### src/rtl/uart_tx_arbiter_pkg.sv
// Shared state encoding and a round-robin pick helper for uart_tx_arbiter.
// rr_pick handles any request count up to MAX_REQ through its n argument.
package uart_tx_arbiter_pkg;

    localparam int MAX_REQ = 8;

    typedef enum logic [1:0] {
        IDLE = 2'd0,
        SEND = 2'd1,
        HOLD = 2'd2
    } arb_state_t;

    // One-hot pick of the first valid index at or after ptr, wrapping at n.
    function automatic logic [MAX_REQ-1:0] rr_pick(
        input logic [MAX_REQ-1:0] valid,
        input logic [2:0]         ptr,
        input int                 n
    );
        logic [MAX_REQ-1:0]   live;
        logic [2*MAX_REQ-1:0] dbl;
        logic [2*MAX_REQ-1:0] masked;
        logic [2*MAX_REQ-1:0] lowest;
        live   = valid & ~({MAX_REQ{1'b1}} << n);
        dbl    = {{MAX_REQ{1'b0}}, live} | ({{MAX_REQ{1'b0}}, live} << n);
        masked = dbl & ({(2*MAX_REQ){1'b1}} << ptr);
        lowest = masked & (~masked + 1'b1);
        return lowest[MAX_REQ-1:0] | MAX_REQ'(lowest >> n);
    endfunction

endpackage

### src/rtl/uart_rr_pick.sv
// Combinational round-robin selector: one-hot first valid at or after ptr, wrapping.
// Zero latency, no flow control; an all-zero valid yields an all-zero grant.
module uart_rr_pick
    import uart_tx_arbiter_pkg::*;
#(
    parameter int NUM_REQ = 3,
    parameter int PW      = $clog2(NUM_REQ)
) (
    input  logic [NUM_REQ-1:0] valid,
    input  logic [PW-1:0]      ptr,
    output logic [NUM_REQ-1:0] grant
);

    localparam logic [2*NUM_REQ-1:0] ONES = '1;

    logic [2*NUM_REQ-1:0] dbl;
    logic [2*NUM_REQ-1:0] masked;
    logic [2*NUM_REQ-1:0] lowest;

    // Upper copy catches the wrap-around when nothing at or above ptr is valid.
    always_comb begin
        dbl    = {valid, valid};
        masked = dbl & (ONES << ptr);
        lowest = masked & (~masked + 1'b1);
        grant  = lowest[NUM_REQ-1:0] | lowest[2*NUM_REQ-1:NUM_REQ];
    end

endmodule

### src/rtl/uart_tx_arbiter.sv
// Message-locked round-robin share of one UART tx; grant 1 cycle after request, byte handed over combinationally.
// Stalls on uart_busy_i; with UART_TX_ARBITER_TIMEOUT_EN a grant stalled TIMEOUT_CYC cycles is revoked.
module uart_tx_arbiter
    import uart_tx_arbiter_pkg::*;
#(
    parameter int NUM_REQ     = 3,
    parameter int TIMEOUT_CYC = 4096
) (
    input  logic                   clk,
    input  logic                   reset_i,
    input  logic [NUM_REQ-1:0]     req_valid_i,
    input  logic [8*NUM_REQ-1:0]   req_data_i,
    input  logic [NUM_REQ-1:0]     req_last_i,
    output logic [NUM_REQ-1:0]     req_ready_o,
    output logic                   uart_wr_o,
    output logic [7:0]             uart_tx_data_o,
    input  logic                   uart_busy_i,
    output logic [NUM_REQ-1:0]     grant_o,
    output logic                   active_o
);

    localparam int PW = $clog2(NUM_REQ);

    arb_state_t         state, state_nxt;
    logic [NUM_REQ-1:0] grant_q, grant_nxt, pick;
    logic [PW-1:0]      rr_ptr, ptr_nxt, g_idx, g_after;
    logic               last_seen, last_nxt;
    logic               sel_valid, sel_last, accept, timed_out;
    logic [7:0]         sel_data;

    uart_rr_pick #(.NUM_REQ(NUM_REQ), .PW(PW)) u_pick (
        .valid (req_valid_i),
        .ptr   (rr_ptr),
        .grant (pick)
    );

    always_comb begin
        sel_data = '0;
        g_idx    = '0;
        for (int i = 0; i < NUM_REQ; i++) begin
            sel_data = sel_data | (req_data_i[8*i +: 8] & {8{grant_q[i]}});
            if (grant_q[i]) g_idx = PW'(i);
        end
    end

    assign sel_valid = |(req_valid_i & grant_q);
    assign sel_last  = |(req_last_i & grant_q);
    assign accept    = (state == SEND) && sel_valid && !uart_busy_i;
    assign g_after   = (g_idx == PW'(NUM_REQ-1)) ? '0 : g_idx + 1'b1;

`ifdef UART_TX_ARBITER_TIMEOUT_EN
    localparam int CW = $clog2(TIMEOUT_CYC+1);

    logic [CW-1:0] to_cnt, to_inc;

    assign to_inc    = to_cnt + 1'b1;
    assign timed_out = (state == SEND) && !sel_valid && (to_inc == CW'(TIMEOUT_CYC));

    // Counts only cycles where the owner has nothing to offer; a busy uart does not age the grant.
    always_ff @(posedge clk) begin
        if (reset_i || state == IDLE || accept) begin
            to_cnt <= '0;
        end else if (state == SEND && !sel_valid) begin
            to_cnt <= to_inc;
        end
    end
`else
    assign timed_out = 1'b0;
`endif

    always_comb begin
        state_nxt      = state;
        grant_nxt      = grant_q;
        ptr_nxt        = rr_ptr;
        last_nxt       = last_seen;
        uart_wr_o      = 1'b0;
        req_ready_o    = '0;
        uart_tx_data_o = '0;
        case (state)
            IDLE: begin
                if (|req_valid_i) begin
                    grant_nxt = pick;
                    state_nxt = SEND;
                end
            end
            SEND: begin
                if (accept) begin
                    uart_wr_o      = 1'b1;
                    req_ready_o    = grant_q;
                    uart_tx_data_o = sel_data;
                    last_nxt       = sel_last;
                    state_nxt      = HOLD;
                end else if (timed_out) begin
                    grant_nxt = '0;
                    ptr_nxt   = g_after;
                    state_nxt = IDLE;
                end
            end
            // busy_o lags wr_i by a cycle, so busy is deliberately ignored here.
            HOLD: begin
                if (last_seen) begin
                    grant_nxt = '0;
                    ptr_nxt   = g_after;
                    state_nxt = IDLE;
                end else begin
                    state_nxt = SEND;
                end
            end
            default: begin
                grant_nxt = '0;
                state_nxt = IDLE;
            end
        endcase
    end

    always_ff @(posedge clk) begin
        if (reset_i) begin
            state     <= IDLE;
            grant_q   <= '0;
            rr_ptr    <= '0;
            last_seen <= 1'b0;
        end else begin
            state     <= state_nxt;
            grant_q   <= grant_nxt;
            rr_ptr    <= ptr_nxt;
            last_seen <= last_nxt;
        end
    end

    assign grant_o  = grant_q;
    assign active_o = (state != IDLE);

endmodule

### config.mk
export PLATFORM = sky130hd
export DESIGN_NAME = uart_tx_arbiter
export DESIGN_NICKNAME = d
export VERILOG_FILES = /design/src/rtl/uart_tx_arbiter_pkg.sv /design/src/rtl/uart_rr_pick.sv /design/src/rtl/uart_tx_arbiter.sv
export SDC_FILE = /design/constraint.sdc
export NUM_CORES = 1
export LEC_CHECK = 0
export ABC_AREA = 1
export ABC_CLOCK_PERIOD_IN_PS = 2000
export CORE_UTILIZATION = 38
export CTS_CLUSTER_DIAMETER = 80
export CTS_CLUSTER_SIZE = 30
export DETAILED_ROUTE_END_ITERATION = 8
export PLACE_DENSITY = 0.84
export SLEW_MARGIN = 25
export SYNTH_ARGS = -nofsm -noshare
export SYNTH_HDL_FRONTEND = slang
export SYNTH_SLANG_ARGS = --single-unit
### constraint.sdc
create_clock -name clk -period 2 [get_ports clk]
set_clock_uncertainty 0.15 [all_clocks]
set_input_delay 0.4 -clock clk [delete_from_list [all_inputs] [get_ports clk]]
set_output_delay 0.4 -clock clk [all_outputs]
set_load 0.02 [all_outputs]
# After elaboration in Yosys (flattened, before gate mapping)
# Cells that the tools add are included.
[word_totals] reg_bits=8 output_inout_bits=16 wordCells=53
[classes] add_sub_neg=2 eq_ne=6 n_shift=1 mux=16 bitwise=12 reduce_logical=12
[ops] op="bitwise AND 8 bit" n=3
[ops] op="2-to-1 mux 8 bit" n=2
[ops] op="bitwise OR 8 bit" n=2
[ops] op="bitwise AND 6 bit" n=2
[ops] op="2-to-1 mux 3 bit" n=4
[ops] op="one-hot mux 3 bit (3 select lines)" n=1
[ops] op="OR reduction 3 bit" n=3
[ops] op="2-to-1 mux 2 bit" n=4
[ops] op="adder 6 x 1 -> 6 bit, second input constant" n=1
[ops] op="bitwise AND 3 bit" n=2
[ops] op="!= test 2 bit, second input constant" n=3
[ops] op="NOT 6 bit" n=1
[ops] op="one-hot mux 2 bit (3 select lines)" n=1
[ops] op="AND reduction 2 bit" n=3
[ops] op="<< shifter 6 x 2 -> 6 bit, first input constant" n=1
[ops] op="equality test 2 bit, second input constant" n=2
[ops] op="2-to-1 mux 1 bit" n=4
[ops] op="bitwise OR 3 bit" n=1
[ops] op="AND reduction 3 bit" n=1
[ops] op="adder 2 x 1 -> 2 bit, second input constant" n=1
[ops] op="equality test 2 x 1 -> 1 bit, second input constant" n=1
[ops] op="logical AND 1 bit" n=2
[ops] op="logical NOT 2 bit" n=1
[ops] op="nonzero test 2 bit" n=1
[ops] op="2 further kinds" n=2

# Logic depth before layout (Yosys ltp)
# Gate-level depths: netlist of run 1.
[logic_depth] word_depth=8 mapped_depth=7 depth_no_buf=7

# Hierarchy
# Synthesis of run 1 repeated with hierarchy kept, for this count alone.
[hier_totals] cells_unflattened=129 hier_area_um2=790.8
[modules_own_cells] module="uart_tx_arbiter" instances=1 cells_per_inst=110 area_per_inst_um2=710.7 seq_area_each_um2=160.2
[modules_own_cells] module="uart_rr_pick" instances=1 cells_per_inst=19 area_per_inst_um2=80.1 seq_area_each_um2=0.0

# Worst setup path after synthesis of run 1
# OpenSTA, ideal clock, no wires.
[synth_path] path_kind="reg2out" from="register grant_q[1], in the netlist grant_o[1]" to="output req_ready_o[0]" t_arrival_ns=1.211 t_required_ns=1.450 setup_slack_ns=0.239 stages_incl_launch_ff=6 n_path_buf=1 path_cell_list="dfxtp_1 > nand2_1 > nand3_2 > nand3_4 > buf_6 > nor2_1"
[synth_via] elab_chain_cells=6
[synth_lines] element="start: declaration" line="uart_tx_arbiter.sv:25" text="logic [NUM_REQ-1:0] grant_q, grant_nxt, pick;"
[synth_lines] element="start signal: assignment" line="uart_tx_arbiter.sv:124" text="grant_q <= grant_nxt;"
[synth_lines] element="bitwise AND 3 bit" line="uart_tx_arbiter.sv:46" text="assign sel_valid = |(req_valid_i & grant_q);"
[synth_lines] element="OR reduction 3 bit" line="uart_tx_arbiter.sv:46"
[synth_lines] element="logical AND 1 bit (2 in a row)" line="uart_tx_arbiter.sv:48" text="assign accept = (state == SEND) && sel_valid && !uart_busy_i;"
[synth_lines] element="2-to-1 mux 3 bit" line="uart_tx_arbiter.sv:87" text="if (accept) begin"
[synth_lines] element="2-to-1 mux 3 bit" line="uart_tx_arbiter.sv:79" text="case (state)"
[synth_lines] element="end: declaration" line="uart_tx_arbiter.sv:14" text="output logic [NUM_REQ-1:0] req_ready_o,"
# No other way between the ends.

# Worst setup path after layout of run 1
[layout_path] from="input req_valid_i[0]" to="output uart_tx_data_o[3]"
[layout_via] elab_chain_cells=6
[layout_lines] element="start: declaration" line="uart_tx_arbiter.sv:11" text="input logic [NUM_REQ-1:0] req_valid_i,"
[layout_lines] element="bitwise AND 3 bit" line="uart_tx_arbiter.sv:46"
[layout_lines] element="OR reduction 3 bit" line="uart_tx_arbiter.sv:46"
[layout_lines] element="logical AND 1 bit (2 in a row)" line="uart_tx_arbiter.sv:48"
[layout_lines] element="2-to-1 mux 8 bit" line="uart_tx_arbiter.sv:87"
[layout_lines] element="2-to-1 mux 8 bit" line="uart_tx_arbiter.sv:79"
[layout_lines] element="end: declaration" line="uart_tx_arbiter.sv:16" text="output logic [7:0] uart_tx_data_o,"
# No other way between the ends.

==> metrics.txt, run 1 <==
required time reported for the critical path endpoint 1.45 ns; WL per Instance 12.65 um; CTS tree done; maximum clock insertion buffer count 2; maximum number of pins on one net before global-route repair 14; worst min-delay path category register to register; largest fanout on the critical path 5; most numerous cell in the Yosys netlist sky130_fd_sc_hd__nand2_1; overflow left after global routing 0; Die Outline Area 0.002171 mm^2; worst hold path endpoint rr_ptr[0]; most used flip-flop cell after synthesis sky130_fd_sc_hd__dfxtp_1; DRT Pass-1 Iters 4; cell chain of the critical path dlygate4sd2_1 > nand2_1 > nand3_4 > nand3_4 > buf_4 > a31oi_4 > buf_6; proportion of synthesized chip area in sequential cells 21.19%; post-synthesis instance area 755.7 um^2; H-tree levels 1; Final min period 1.990 ns; Filler Cell Count 121; cell type with the highest occurrence count on the critical path sky130_fd_sc_hd__nand3_4; hold path startpoint rr_ptr[0]; port buffer count 48; total power draw 500.3 uW; fmax 0.5026 GHz; total number of yosys warnings 0; final critical-path share of the clock period 99.48%; starting density of the core 41.94%; RSZ-0062 raised after global routing true; area occupied by multi-input gates 561.8 um^2; Post-Syn Area per Cell 6.688 um^2; Vias/cell 5.084; synth top area cells sky130_fd_sc_hd__nand2_1 24%, sky130_fd_sc_hd__dfxtp_1 21%, sky130_fd_sc_hd__a31oi_4 17%; worst reg2reg endpoint last_seen; arrival time worst endpoint 1.44 ns; Post-DRT Antenna Nets 0; Final setup viols 0; status finished clean; headroom to the max-slew limit 78.41%; register area 161.4 um^2; category of the worst setup path capture point output port; sinks on the clock net 8; number of vias after detailed routing 1032; cell depth of the worst min-delay path 2; clk_lat worst skew 0.25 ns; count of routing violations after the opening detailed-route iteration 34; floorplan core area 0.001802 mm^2; count of mapped cells out of synthesis 113; number of CTS-inserted buffers 3; global placement routability congestion 0.7799; count of final max-slew check failures 0; global-route wire length before repair 3905 um; total negative slack for setup checks 0 ns; Critical Path Start Type input port; total inserted antenna cells 0; r2r startpoint grant_o[0]; fraction of layout instances using a drive strength above 1 30.34%; Detail Placement HPWL 1870 um; detailed-route wire length 2567 um; final instance count without filler cells 203; placed cells 194; clock transition time at the flip-flop clock pins of the worst setup and hold paths 0.05 ns; Worst VDD drop 0.2026 mV; total global-route track usage 25.46%; Worst Hold Slack 0.3717 ns; y dimension of the die 46.60 um; number of antenna violations at the first check in global routing 0; setup slack, reg-to-reg 0.56 ns; number of placed I/O pins 49; setup slack at placement -0.6991 ns; Max stage delay on crit path 0.22 ns; ys async rst share 0%; top post-synthesis cells by count 49 x sky130_fd_sc_hd__nand2_1, 9 x sky130_fd_sc_hd__inv_1, 9 x sky130_fd_sc_hd__nor2_1; cell type contributing the most total cell area after synthesis sky130_fd_sc_hd__nand2_1; library cells used by synthesis 21; standard-cell row count 15; count of maximum capacitance violations 0; Syn Nets 146; Final #Nets 213; CP Class input port to output port; worst r2r path cells 7; power per cell area 349.2 mW/mm^2; chip width 46.60 um; leakage power 0.5837 nW; area share of the largest cell type after synthesis 24.34%; slowest stage cell, crit path sky130_fd_sc_hd__dlygate4sd2_1; Area Overhead vs Synth 89.57%; number of enable-type register cells in the synthesized netlist 0; flip-flop and latch count after synthesis 8; number of DRC violations after detailed routing 0; final hold violations 0; Worst Max-Slew Pin Slew 0.3228 ns; post-cts hold buffer count 0; root buffer cell sky130_fd_sc_hd__clkbuf_4; final worst-path setup slack 0.01034 ns; number of global-route vias before repair 1012
[per-layer routing]
metal / up-vias / track usage, % / share of wire, %
met5: - / 0 / 0
met4: 0 / 14.71 / 2.3
met3: 10 / 5.882 / 8.6
met2: 64 / 46.67 / 53
met1: 459 / 25.64 / 36
li1: 499 / - / -
[worst max-delay path by stage]
stage                   start                end  slack, ns  depth (start not counted)
4_1_cts        req_valid_i[1]  uart_tx_data_o[0]       0.02                          7
5_1_grt        req_valid_i[0]  uart_tx_data_o[3]      -0.01                          7
3_5_place_dp   req_valid_i[1]  uart_tx_data_o[1]      -0.70                          6
3_3_place_gp   req_valid_i[0]  uart_tx_data_o[0]      -0.67                          6
6_report       req_valid_i[0]  uart_tx_data_o[3]       0.01                          7
2_1_floorplan      grant_o[1]     req_ready_o[0]       0.24                          5
[kinds of logic after synthesis]
logic type | count (synthesis) | synth area share [%]
flops | 8 | 21.19
simple gates | 72 | 43.54
compound gates | 17 | 25.83
buf+inv | 16 | 9.436
[critical path: cells and delay by family]
family                 cells  cell delay [ns]
AOI/OAI and AO/OA          1             0.15
buffers and inverters      3             0.54
and+or+nand+nor            3             0.35
[registers in the layout, indices dropped and copies added (netlist names)]
name,flops
state,2
last_seen,1
grant_o,3
rr_ptr,2
[cells in the final DEF (no fill, tap or decap), drive strengths merged]
cell type       n
clkdlybuf4s50  29
a31oi           8
a211oi          1
nand4           1
o21ai           1
nand3b          2
nor2           11
buf            25
nand3          10
dfxtp           8
inv            11
dlymetal6s2s    2
nand2          49
clkdlybuf4s15   6
dlygate4sd2     4
clkbuf          3
a21oi           7
[metrics by stage]
step           utilization [%]  instance area [um^2]
3_5_place_dp             74.10                  1335
3_3_place_gp             74.10                  1335
5_1_grt                  79.51                  1433
4_1_cts                  77.15                  1390
2_1_floorplan                -                 755.7
6_report                 79.51                  1433
[where the power goes]
group	switching [mW]	internal, mW	total [mW]
logic	0.0982	0.109	0.207
clock network	0.0546	0.0686	0.123
registers	0.00404	0.166	0.170
total	0.157	0.343	0.500
[what timing repair did]
item / 4_1_cts / 5_1_grt
resized for setup: 56 / 12
pin swaps: 2 / 2
endpoints found under the setup margin: 13 / 8
gates cloned: 1 / 0
setup buffers: 5 / 0
[cell type report]
| class | count | share of cell area (%) |
|---|---|---|
| tap | 25 | 2.183 |
| clock buffer | 3 | 1.572 |
| inverter | 11 | 2.882 |
| sequential | 8 | 11.27 |
| multi-input combinational | 90 | 39.21 |
| timing repair buffer | 66 | 42.88 |
No activity file was read; power rests on OpenSTA's default activity.
==> run 2: changes to the inputs <==
--- a/config.mk
+++ b/config.mk
@@ -6,13 +6,14 @@
 export NUM_CORES = 1
 export LEC_CHECK = 0
 export ABC_AREA = 1
-export ABC_CLOCK_PERIOD_IN_PS = 2000
-export CORE_UTILIZATION = 38
+export ABC_CLOCK_PERIOD_IN_PS = 1700
+export CORE_UTILIZATION = 32
 export CTS_CLUSTER_DIAMETER = 80
 export CTS_CLUSTER_SIZE = 30
 export DETAILED_ROUTE_END_ITERATION = 8
-export PLACE_DENSITY = 0.84
+export PLACE_DENSITY = 0.75
 export SLEW_MARGIN = 25
 export SYNTH_ARGS = -nofsm -noshare
 export SYNTH_HDL_FRONTEND = slang
 export SYNTH_SLANG_ARGS = --single-unit
+export TNS_END_PERCENT = 1
==> constraint.sdc (replaced) <==
create_clock -name clk -period 1.7 [get_ports clk]
set_clock_uncertainty 0.15 [all_clocks]
set_input_delay 0.34 -clock clk [delete_from_list [all_inputs] [get_ports clk]]
set_output_delay 0.34 -clock clk [all_outputs]
set_load 0.02 [all_outputs]
==> metrics.txt, run 2 (synthesis gave the netlist of run 1 again) <==
final critical-path share of the clock period 107.5%; fraction of layout instances using a drive strength above 1 32.40% (+2.1 points); sinks on the clock net 8 (unchanged); total inserted antenna cells 0 (unchanged); fmax 0.5472 GHz; required time reported for the critical path endpoint 1.21 ns (-0.24 ns); RSZ-0062 raised after global routing true; Worst VDD drop 0.2435 mV (+20%); global-route wire length before repair 3726 um (-4.6%); worst min-delay path category register to register; Int Power 402.3 uW (+17%); headroom to the max-slew limit 79.21% (+0.80 points); number of DRC violations after detailed routing 0 (unchanged); power per cell area 414.4 mW/mm^2 (+19%); WL per Instance 10.86 um (-14%); maximum number of pins on one net before global-route repair 14 (unchanged); power spent charging and discharging nets 180.5 uW (+15%); arrival time worst endpoint 1.34 ns (-0.10 ns); fraction of power consumed by sequential logic 34.5% (+0.5 points); total global-route track usage 18.77% (-6.7 points); total negative slack for setup checks -0.9693 ns (-0.9693 ns); leakage power 0.5775 nW (-1.1%); violations in the final reports setup timing; chip width 50.60 um (+8.6%); Area Overhead vs Synth 86.09%; global routing usage on met3 4.242% (-1.6 points); number of CTS-inserted buffers 3 (unchanged); CTS tree done; setup slack at placement -0.8961 ns (-0.1970 ns); port buffer count 48 (unchanged); Final #Nets 214 (+0.47%); part of the power in combinational logic 39.6% (-1.8 points); final instance count without filler cells 207 (+2.0%); met1 track demand over resource 20.18% (-5.5 points); number of vias after detailed routing 992 (-3.9%); overflow left after global routing 0 (unchanged); number of placed I/O pins 49 (unchanged); standard-cell row count 17 (+2); total power draw 582.8 uW (+16%); status finished with violations; floorplan core area 0.002212 mm^2 (+23%); Worst Hold Slack 0.3523 ns (-0.01936 ns); count of maximum capacitance violations 0 (unchanged); Vias/cell 4.792 (-5.7%); detailed-route wire length 2248 um (-12%); root buffer cell sky130_fd_sc_hd__clkbuf_4; Detail Placement HPWL 1764 um (-5.7%); Final setup viols 11 (+11); Die Outline Area 0.002560 mm^2 (+18%); number of global-route vias before repair 941 (-7.0%); Final min period 1.828 ns; count of routing violations after the opening detailed-route iteration 18 (-47%); number of antenna violations at the first check in global routing 0 (unchanged); GR Util met2 34.44% (-12 points); most frequent standard cell in the layout excluding fill and tap cells sky130_fd_sc_hd__nand2_1; count of final max-slew check failures 0 (unchanged); DRT Pass-1 Iters 4 (unchanged); y dimension of the die 50.60 um (+8.6%); starting density of the core 34.16% (-7.8 points); H-tree levels 1 (unchanged); Worst Max-Slew Pin Slew 0.3108 ns (-0.01201 ns); placed cells 198 (+2.1%); leading cell types in the layout, fill and taps excluded 48 x sky130_fd_sc_hd__nand2_1, 28 x sky130_fd_sc_hd__clkdlybuf4s50_1, 24 x sky130_fd_sc_hd__buf_4, 9 x sky130_fd_sc_hd__nor2_1, 8 x sky130_fd_sc_hd__inv_1; largest fanout on the critical path 6 (+1); category of the worst setup path capture point output port; clock transition time at the flip-flop clock pins of the worst setup and hold paths 0.06 ns (about the same); sw frac 30.97% (-0.38 points); busiest metal layer after global routing met2; Critical Path Start Type register; fraction of power consumed by the clock network 25.9% (+1.3 points); global placement routability congestion 0.7902 (+1.3%); setup slack, reg-to-reg 0.36 ns (-0.20 ns); maximum clock insertion buffer count 2 (unchanged); Post-DRT Antenna Nets 0 (unchanged); final worst-path setup slack -0.1276 ns (-0.1380 ns); flip-flop count of the largest register after layout 3 (unchanged); Filler Cell Count 202 (+67%); CP Class register to output port; final hold violations 0 (unchanged); clk_lat worst skew 0.26 ns (about the same)
## run 2: cell count changes in the layout (fill, tap and decap cells not counted), moves of 2 or more
cell                              delta
sky130_fd_sc_hd__dlygate4sd2_1       +3
sky130_fd_sc_hd__dlymetal6s2s_1      -2
sky130_fd_sc_hd__clkdlybuf4s15_2     -5
sky130_fd_sc_hd__buf_4               +5
sky130_fd_sc_hd__dfxtp_2             +2
sky130_fd_sc_hd__dfxtp_1             -2
sky130_fd_sc_hd__nand3_4             -2
sky130_fd_sc_hd__buf_6               +3
## run 2: final cells by class
class / instances / area, um^2 / area share (%)
timing repair buffer: 68 / 610.6 / 43.42
tap: 28 / 35.03 / 2.491
multi-input combinational: 89 / 533.0 / 37.90
clock buffer: 3 / 22.52 / 1.601
sequential: 8 / 163.9 / 11.65
inverter: 11 / 41.29 / 2.936
## run 2: through the flow
stage | instance area [um^2] | util [%]
2_1_floorplan | 755.7 | -
3_3_place_gp | 1346 | 60.86
3_5_place_dp | 1346 | 60.86
4_1_cts | 1399 | 63.24
5_1_grt | 1406 | 63.57
6_report | 1406 | 63.57
## run 2: per-layer routing
metal	wire, um	vias to the layer above
met2	1124	62
met4	33	0
met3	251	4
met5	0	-
li1	-	497
met1	838	429
## run 2: path summary, 6_finish.rpt
kind	depth (start not counted)	to	start
setup / recovery	6	uart_tx_data_o[7]	state[0]
hold / removal	2	last_seen	last_seen
setup reg to reg	7	grant_o[0]	state[1]
hold reg to reg	2	last_seen	last_seen
## run 2: worst max-delay path: stages (launching register included)
cell and delay [ns]:
sky130_fd_sc_hd__dfxtp_2 0.33, sky130_fd_sc_hd__inv_2 0.05, sky130_fd_sc_hd__nor2_4 0.11, sky130_fd_sc_hd__nand3_4 0.12, sky130_fd_sc_hd__buf_6 0.15, sky130_fd_sc_hd__a31oi_1 0.14, sky130_fd_sc_hd__buf_2 0.19
## run 2: timing repair
item,CTS,global route
setup endpoints to repair,16,13
resized for setup,79,5
hold buffers,0,0
gates cloned,0,0
setup buffers,6,0
pin swaps,3,1
## run 2: power by group through the flow
| stage | Sequential (mW) | Combinational, mW | Clock, mW |
|---|---|---|---|
| after floorplan | 0.210 | 0.0900 | 0 |
| after global placement | 0.203 | 0.228 | 0 |
| after detailed placement | 0.204 | 0.232 | 0 |
| after CTS | 0.200 | 0.232 | 0.153 |
| after global routing | 0.202 | 0.252 | 0.168 |
| final | 0.201 | 0.231 | 0.151 |
==> run 3: changes to the inputs <==
--- a/config.mk
+++ b/config.mk
@@ -6,11 +6,11 @@
 export NUM_CORES = 1
 export LEC_CHECK = 0
 export ABC_AREA = 1
-export ABC_CLOCK_PERIOD_IN_PS = 1700
 export CORE_UTILIZATION = 32
 export CTS_CLUSTER_DIAMETER = 80
 export CTS_CLUSTER_SIZE = 30
 export DETAILED_ROUTE_END_ITERATION = 8
+export GPL_TIMING_DRIVEN = 1
 export PLACE_DENSITY = 0.75
 export SLEW_MARGIN = 25
 export SYNTH_ARGS = -nofsm -noshare
==> results of run 3 <==
Same layout as run 2: the final DEF is identical, and so are final timing and power.
